==> src/rtl/fifo_read_streamer.sv <==
// fifo_read_streamer: pulls words from a registered-read FIFO into a 2-entry skid buffer and streams them out in BURST-beat groups.
module fifo_read_streamer #(
  parameter int WL = 5,
  parameter int BURST = 4
) (
  input  logic          clk,
  input  logic          n_rst,
  input  logic          enable,
  input  logic          fifo_empty,
  input  logic [WL-1:0] fifo_data,
  output logic          fifo_read_rq,
  output logic          m_valid,
  output logic [WL-1:0] m_data,
  output logic          m_last,
  input  logic          m_ready,
  output logic          busy
);
  localparam int CW = (BURST > 1) ? $clog2(BURST) : 1;
  typedef enum logic [1:0] {IDLE, RUN, DRAIN} state_t;
  state_t state;
  logic inflight, push, pop;
  logic [1:0] occ, occ_ap, occ_n;
  logic [WL-1:0] b0, b1;
  logic [CW-1:0] beat_cnt;
  always_comb begin
    push = inflight;
    pop = m_valid && m_ready;
    occ_ap = occ - 2'(pop);
    occ_n = occ_ap + 2'(push);
  end
  assign m_valid = occ != 2'd0;
  assign m_data = b0;
  assign m_last = m_valid && beat_cnt == CW'(BURST - 1);
  assign busy = state != IDLE;
  // Only one read outstanding; a new read is issued only when the buffer has room for its word.
  always_ff @(posedge clk or negedge n_rst) begin
    if (!n_rst) begin
      state <= IDLE;
      fifo_read_rq <= 1'b0;
      inflight <= 1'b0;
      occ <= 2'd0;
      b0 <= '0;
      b1 <= '0;
      beat_cnt <= '0;
    end else begin
      state <= enable ? RUN : state == IDLE ? IDLE : state == RUN ? DRAIN :
               (occ == 2'd0 && !inflight) ? IDLE : DRAIN;
      fifo_read_rq <= state == RUN && enable && !fifo_empty && !fifo_read_rq &&
                      ({1'b0, occ_n} + 3'(fifo_read_rq)) < 3'd2;
      inflight <= fifo_read_rq;
      occ <= occ_n;
      if (push && occ_ap == 2'd0) b0 <= fifo_data;
      else if (pop) b0 <= b1;
      if (push && occ_ap == 2'd1) b1 <= fifo_data;
      if (pop) beat_cnt <= beat_cnt == CW'(BURST - 1) ? '0 : beat_cnt + 1'b1;
    end
  end
endmodule

==> config.mk <==
export PLATFORM = sky130hd
export DESIGN_NAME = fifo_read_streamer
export DESIGN_NICKNAME = d
export VERILOG_FILES = /design/src/rtl/fifo_read_streamer.sv
export SDC_FILE = /design/constraint.sdc
export NUM_CORES = 1
export LEC_CHECK = 0
export ABC_AREA = 0
export CORE_ASPECT_RATIO = 1.25
export CORE_MARGIN = 1
export CORE_UTILIZATION = 47
export CTS_CLUSTER_DIAMETER = 40
export CTS_CLUSTER_SIZE = 25
export DETAILED_ROUTE_END_ITERATION = 10
export PLACE_DENSITY = 0.75
export SYNTH_ARGS = -nofsm -noshare
export SYNTH_HDL_FRONTEND = slang
export SYNTH_SLANG_ARGS = --single-unit
==> constraint.sdc <==
create_clock -name clk -period 3.4 [get_ports clk]
set_input_delay 0.68 -clock clk [delete_from_list [all_inputs] [get_ports clk]]
set_output_delay 0.68 -clock clk [all_outputs]
set_load 0.02 [all_outputs]
== After elaboration in Yosys (flattened, before gate mapping) ==
Index checks and enable logic that the tools add are counted.

* Bits in registers: 18
* Bits in latches: 0
* Bits in writable memories: 0
* Memory bits (read-only): 0
* Input bits: 10
* Output and inout port bits: 9
* Word-level logic and storage cells: 40
* Memories: 0

* Add/subtract/negate cells: 4
* $mul: 0
* Div/mod/pow operators: 0
* Order comparisons: 1
* Equal/unequal tests: 3
* Shifts and indexed selects: 0
* Multiplexer cells: 7
* Bitwise logic cells: 0
* Reductions and logical operators: 18

{| class="wikitable"
|+ Operators by type and width
! kind !! count
|-
| two-way mux 2 bit || 5
|-
| two-way mux 5 bit || 2
|-
| logical AND 1 bit || 9
|-
| zero test 2 bit || 3
|-
| nonzero test 2 bit || 3
|-
| == test 2 x 1 -> 1 bit (second input constant) || 2
|-
| adder 2 x 1 -> 3 bit || 1
|-
| zero test 1 bit || 3
|-
| less-than comparator 3 x 2 -> 1 bit (second input constant) || 1
|-
| adder 2 x 1 -> 2 bit || 1
|-
| adder 2 x 1 -> 2 bit (second input constant) || 1
|-
| == test 2 bit (second input constant) || 1
|-
| subtractor 2 x 1 -> 2 bit || 1
|}

== Logic depth before layout (Yosys ltp) ==
* Word-level depth: 7
* Mapped depth: 7
* Gate-level depth less buffers: 7

== Worst setup path before layout ==
OpenSTA, ideal clock, no wires.

* Kind: input port to flip-flop
* Start point: input m_ready
* End point: register b0[0], in the netlist m_data[0]
* Setup time: 125 ps
* Arrival: 1,841 ps
* Required time: 3,275 ps
* Setup slack: 1,434 ps
* Stages on the path: 6
* Buffers on the path: 0
* Cell sequence: o21ai_4 inv_1 ha_1 xnor2_2 nand3_4 mux2_4

* Word-level cells in the longest chain between the ends: 5
* Elaborated cells on any way between the ends: 6
* Those cells by class: 1 x add/sub; 1 x mux; 4 x reduce/logical

{| class="wikitable"
|+ Ends and longest elaborated chain
! item !! line !! RTL
|-
| start, declared || 15 || <nowiki>input logic m_ready,</nowiki>
|-
| logical AND 1 bit * || 27 || <nowiki>pop = m_valid && m_ready;</nowiki>
|-
| net pop || 21 || <nowiki>logic inflight, push, pop;</nowiki>
|-
| subtractor 2 x 1 -> 2 bit || 28 || <nowiki>occ_ap = occ - 2'(pop);</nowiki>
|-
| zero test 2 bit || 52 || <nowiki>if (push && occ_ap == 2'd0) b0 <= fifo_data;</nowiki>
|-
| logical AND 1 bit || 52 ||
|-
| two-way mux 5 bit / nonzero test 2 bit (equally long branches) || -- ||
|-
| end signal, assigned || 52 ||
|-
| end, declared || 23 || <nowiki>logic [WL-1:0] b0, b1;</nowiki>
|}

Mark *: on every way through the listed nets, which the timed path passes. The rest lies on a longest branch.
A chain may end at the register's enable or synchronous reset.

== Final worst setup path ==
* Start point: input m_ready
* End point: register b0[3], in the netlist m_data[3]

Same word-level chain as after synthesis.

==> results.yml <==
worst_setup_path:
  rr_endpoint: "m_data[3]$_DFFE_PN0P_"
  cp.arrival_ns: 2.45
  r2r_setup_slack_ns: 1.34
  path_buf_inv: 2
  crit_chain: "clkdlybuf4s50_1, o21ai_4, inv_1, ha_1, xnor2_2, nand3_4, mux2_4"
  reg2reg_from: "occ[1]$_DFF_PN0_"
  critPathMaxStageDelay_ns: 0.45
  critPathMaxFanout: 9
  ff2ff_path_depth: 6
  start_kind: "input port"
  path_delay_family: "buffers and inverters"
  critPathSlowestCell: "clkdlybuf4s50_1"
  path_class: "input port to register"
  crit_path_end_kind: "register"
  worstPathRequired_ns: 3.57
layout:
  fin_area_mm2: 0.00108
  final_nets: 93
  fill_cells: 111
  antennaDiodeCount: 0
  drive_gt1_share_pct: 20.3
  areaGrowthSynthToFinish_pct: 28.4
sta:
  finClkSkew_ns: 0.00233
  hold_viol: 0
  setup_violations: 0
  rsz0062_at_grt: "false"
  finalCritPeriodShare_pct: 67.0
  fmax_mhz: 439
  max_slew_margin_pct: 48.9
  period_needed_ns: 2.28
  tightestPinTransition_ns: 0.765
  finalMaxSlewViolations: 0
  tns_ns: 0
place:
  dp_hpwl_um: 959
  placed_cell_area_mm2: 0.00104
  portBuffers: 18
  gp_congestion: 0.662
yosys:
  yosys_warnings: 0
  syn-instance-count: 57
  yosys.area.top_type_share_pct: 53.6
  synth.largest_area_cell: "dfrtp_1"
  syn_area_per_cell_um2: 14.8
  synthDistinctLibCells: 17
  synth.area.top_cells: "dfrtp_1 (54%), mux2_1 (13%), mux2_4 (8.9%)"
  synth_nets: 70
  synth-seq-cells: 18
  syn_area_um2: 841
  ys_seq_area_share_pct: 53.6
detailed_routing:
  drc: 0
  postRouteAntennaNets: 0
  vias_per_cell: 5.09
  first_pass_iters: 2
  wl_mm: 1.26
  vias: 494
  routedWlPerCell_um: 13.0
  initialDrtViolationCount: 1
clock_tree:
  cts_setup_buffers: 0
  cts.sinks: 18
  cts_buffers: 3
  cts_max_level: 1
  cts_tree: "built"
  cts.clk_slew.worst_paths_ns: 0.09
  insertion_delay_ns: 0.28
  cts.hold.buffers_added: 0
  clockRootBuffer: "clkbuf_4"
  clockBufferDepth: 2
  cts_resized: 0
global_routing:
  antenna_found_initial: 0
  grt_pass1_wl_mm: 2.12
  overflow: 0
  globalRouteTotalUtil_pct: 16.1
  first_global_vias: 482
  grt_start_max_net_pins: 19
hold_path:
  whs_path_depth: 0
  min_from: "fifo_read_rq$_DFF_PN0_"
  hold_path.class: "register to register"
  holdPathEnd: "inflight$_DFF_PN0_"
job:
  cap_viol_max_count: 0
power:
  combPwrFrac_pct: 44.4
  p_leak_nw: 0.512
  pwr-share-seq_pct: 40.5
  p_per_area_mw_per_mm2: 772
  ir_drop_uv: 525
  internal_power_w: 0.000549
  power_switching_w: 0.000285
  switching_share_pct: 34.1
  p_clk_share_pct: 15.2
floorplan:
  rows: 16
  initial_core_util_pct: 51.9
  core_area_mm2: 0.00162
  dieArea_mm2: 0.00196
  io_pins: 19
  die_x_um: 39.8
  fp.dieH_um: 49.3
run_status:
  status: "complete, no violations"
[cell type report]
class                   count  area (um^2)  area share (%)
clock buffers               4         36.3            3.36
flip-flops and latches     18          450            41.7
repair buffers             18          180            16.7
well taps                  18         22.5            2.09
inverters                   6         22.5            2.09
multi-input cells          33          368            34.1
[worst reg2reg max path, cell delays in order, from the launching register on]
cell and delay, ns:
dfrtp_1 0.45, o21ai_4 0.32, inv_1 0.08, ha_1 0.23, xnor2_2 0.34, nand3_4 0.19
mux2_4 0.34
[layout by cell type (no fill, tap or decap)]
cell             netlist  final
clkdlybuf4s50_1        0     18
dfrtp_1               18     18
clkbuf_8               0      1
nor2b_1                1      1
xnor2_2                1      1
clkbuf_4               0      3
nand3_1                1      1
nor2_1                 3      3
xnor2_1                1      1
nor3_1                 1      1
nand3_4                2      2
inv_1                  6      6
a311oi_1               1      1
a21o_2                 1      1
ha_1                   3      3
mux2_1                10     10
mux2_4                 5      5
o21ai_4                1      1
mux2_2                 1      1
nor3_2                 1      1
[how the worst max path moves through the flow]
stage                                 start  cells past startpoint  slack (ns)                    end
floorplan                           m_ready                      6        1.43  m_data[0]$_DFFE_PN0P_
global placement                    m_ready                      7        0.86  m_data[1]$_DFFE_PN0P_
detailed placement                  m_ready                      7        0.81  m_data[3]$_DFFE_PN0P_
CTS                                 m_ready                      7        1.09  m_data[3]$_DFFE_PN0P_
global route        beat_cnt[0]$_DFFE_PN0P_                      3        1.02                 m_last
finish                              m_ready                      7        1.12  m_data[3]$_DFFE_PN0P_
[through the flow]
stage          power (W)  std cells  util [%]  worst slack, ns  hold slack [ns]
5_1_grt         0.000901         97      66.6             1.02            0.447
2_1_floorplan   0.000594         57         -             1.43            0.384
3_5_place_dp    0.000717         93      64.4            0.806            0.395
6_report        0.000834         97      66.6             1.12            0.421
4_1_cts         0.000847         97      66.6             1.09            0.422
3_3_place_gp    0.000705         93      64.4            0.858            0.399
[metal layers]
layer  wire length (um)  GRT usage, %  up-vias
li1                   -             -      245
met1                588          20.1      234
met2                593          25.1       11
met3                 53          4.11        4
met4                 25          6.90        0
met5                  0             0        -
[synth_stat cells]
library cell  instances
mux2_4                5
a311oi_1              1
nand3_1               1
o21ai_4               1
nor2_1                3
ha_1                  3
a21o_2                1
mux2_2                1
inv_1                 6
nand3_4               2
nor2b_1               1
xnor2_2               1
mux2_1               10
dfrtp_1              18
xnor2_1               1
nor3_1                1
nor3_2                1
[registers in the layout (all words and copies together), names as in the netlist]
name and count:
b1 5, m_data 5, beat_cnt 2, occ 2
state 2, fifo_read_rq 1, inflight 1
[cell families (layout without fill, tap and decap cells)]
kind of cell,after synthesis,count (layout),share of synthesized area (%)
buffers and inverters,6,28,2.68
AOI/OAI and AO/OA,3,3,4.02
muxes,16,16,23.7
DFF,18,18,53.6
adders and majority gates,3,3,4.46
and+or+nand+nor,9,9,8.63
xor gates and xnor gates,2,2,2.98
[power groups by stage]
stage / logic [W] / clock network (W) / registers (W)
final: 0.000370 / 0.000126 / 0.000337
after global routing: 0.000404 / 0.000149 / 0.000347
after CTS: 0.000377 / 0.000131 / 0.000339
after detailed placement: 0.000374 / 0 / 0.000343
after global placement: 0.000364 / 0 / 0.000341
after floorplan: 0.000234 / 0 / 0.000360
Note: power is estimated with default switching activity, not from simulation.
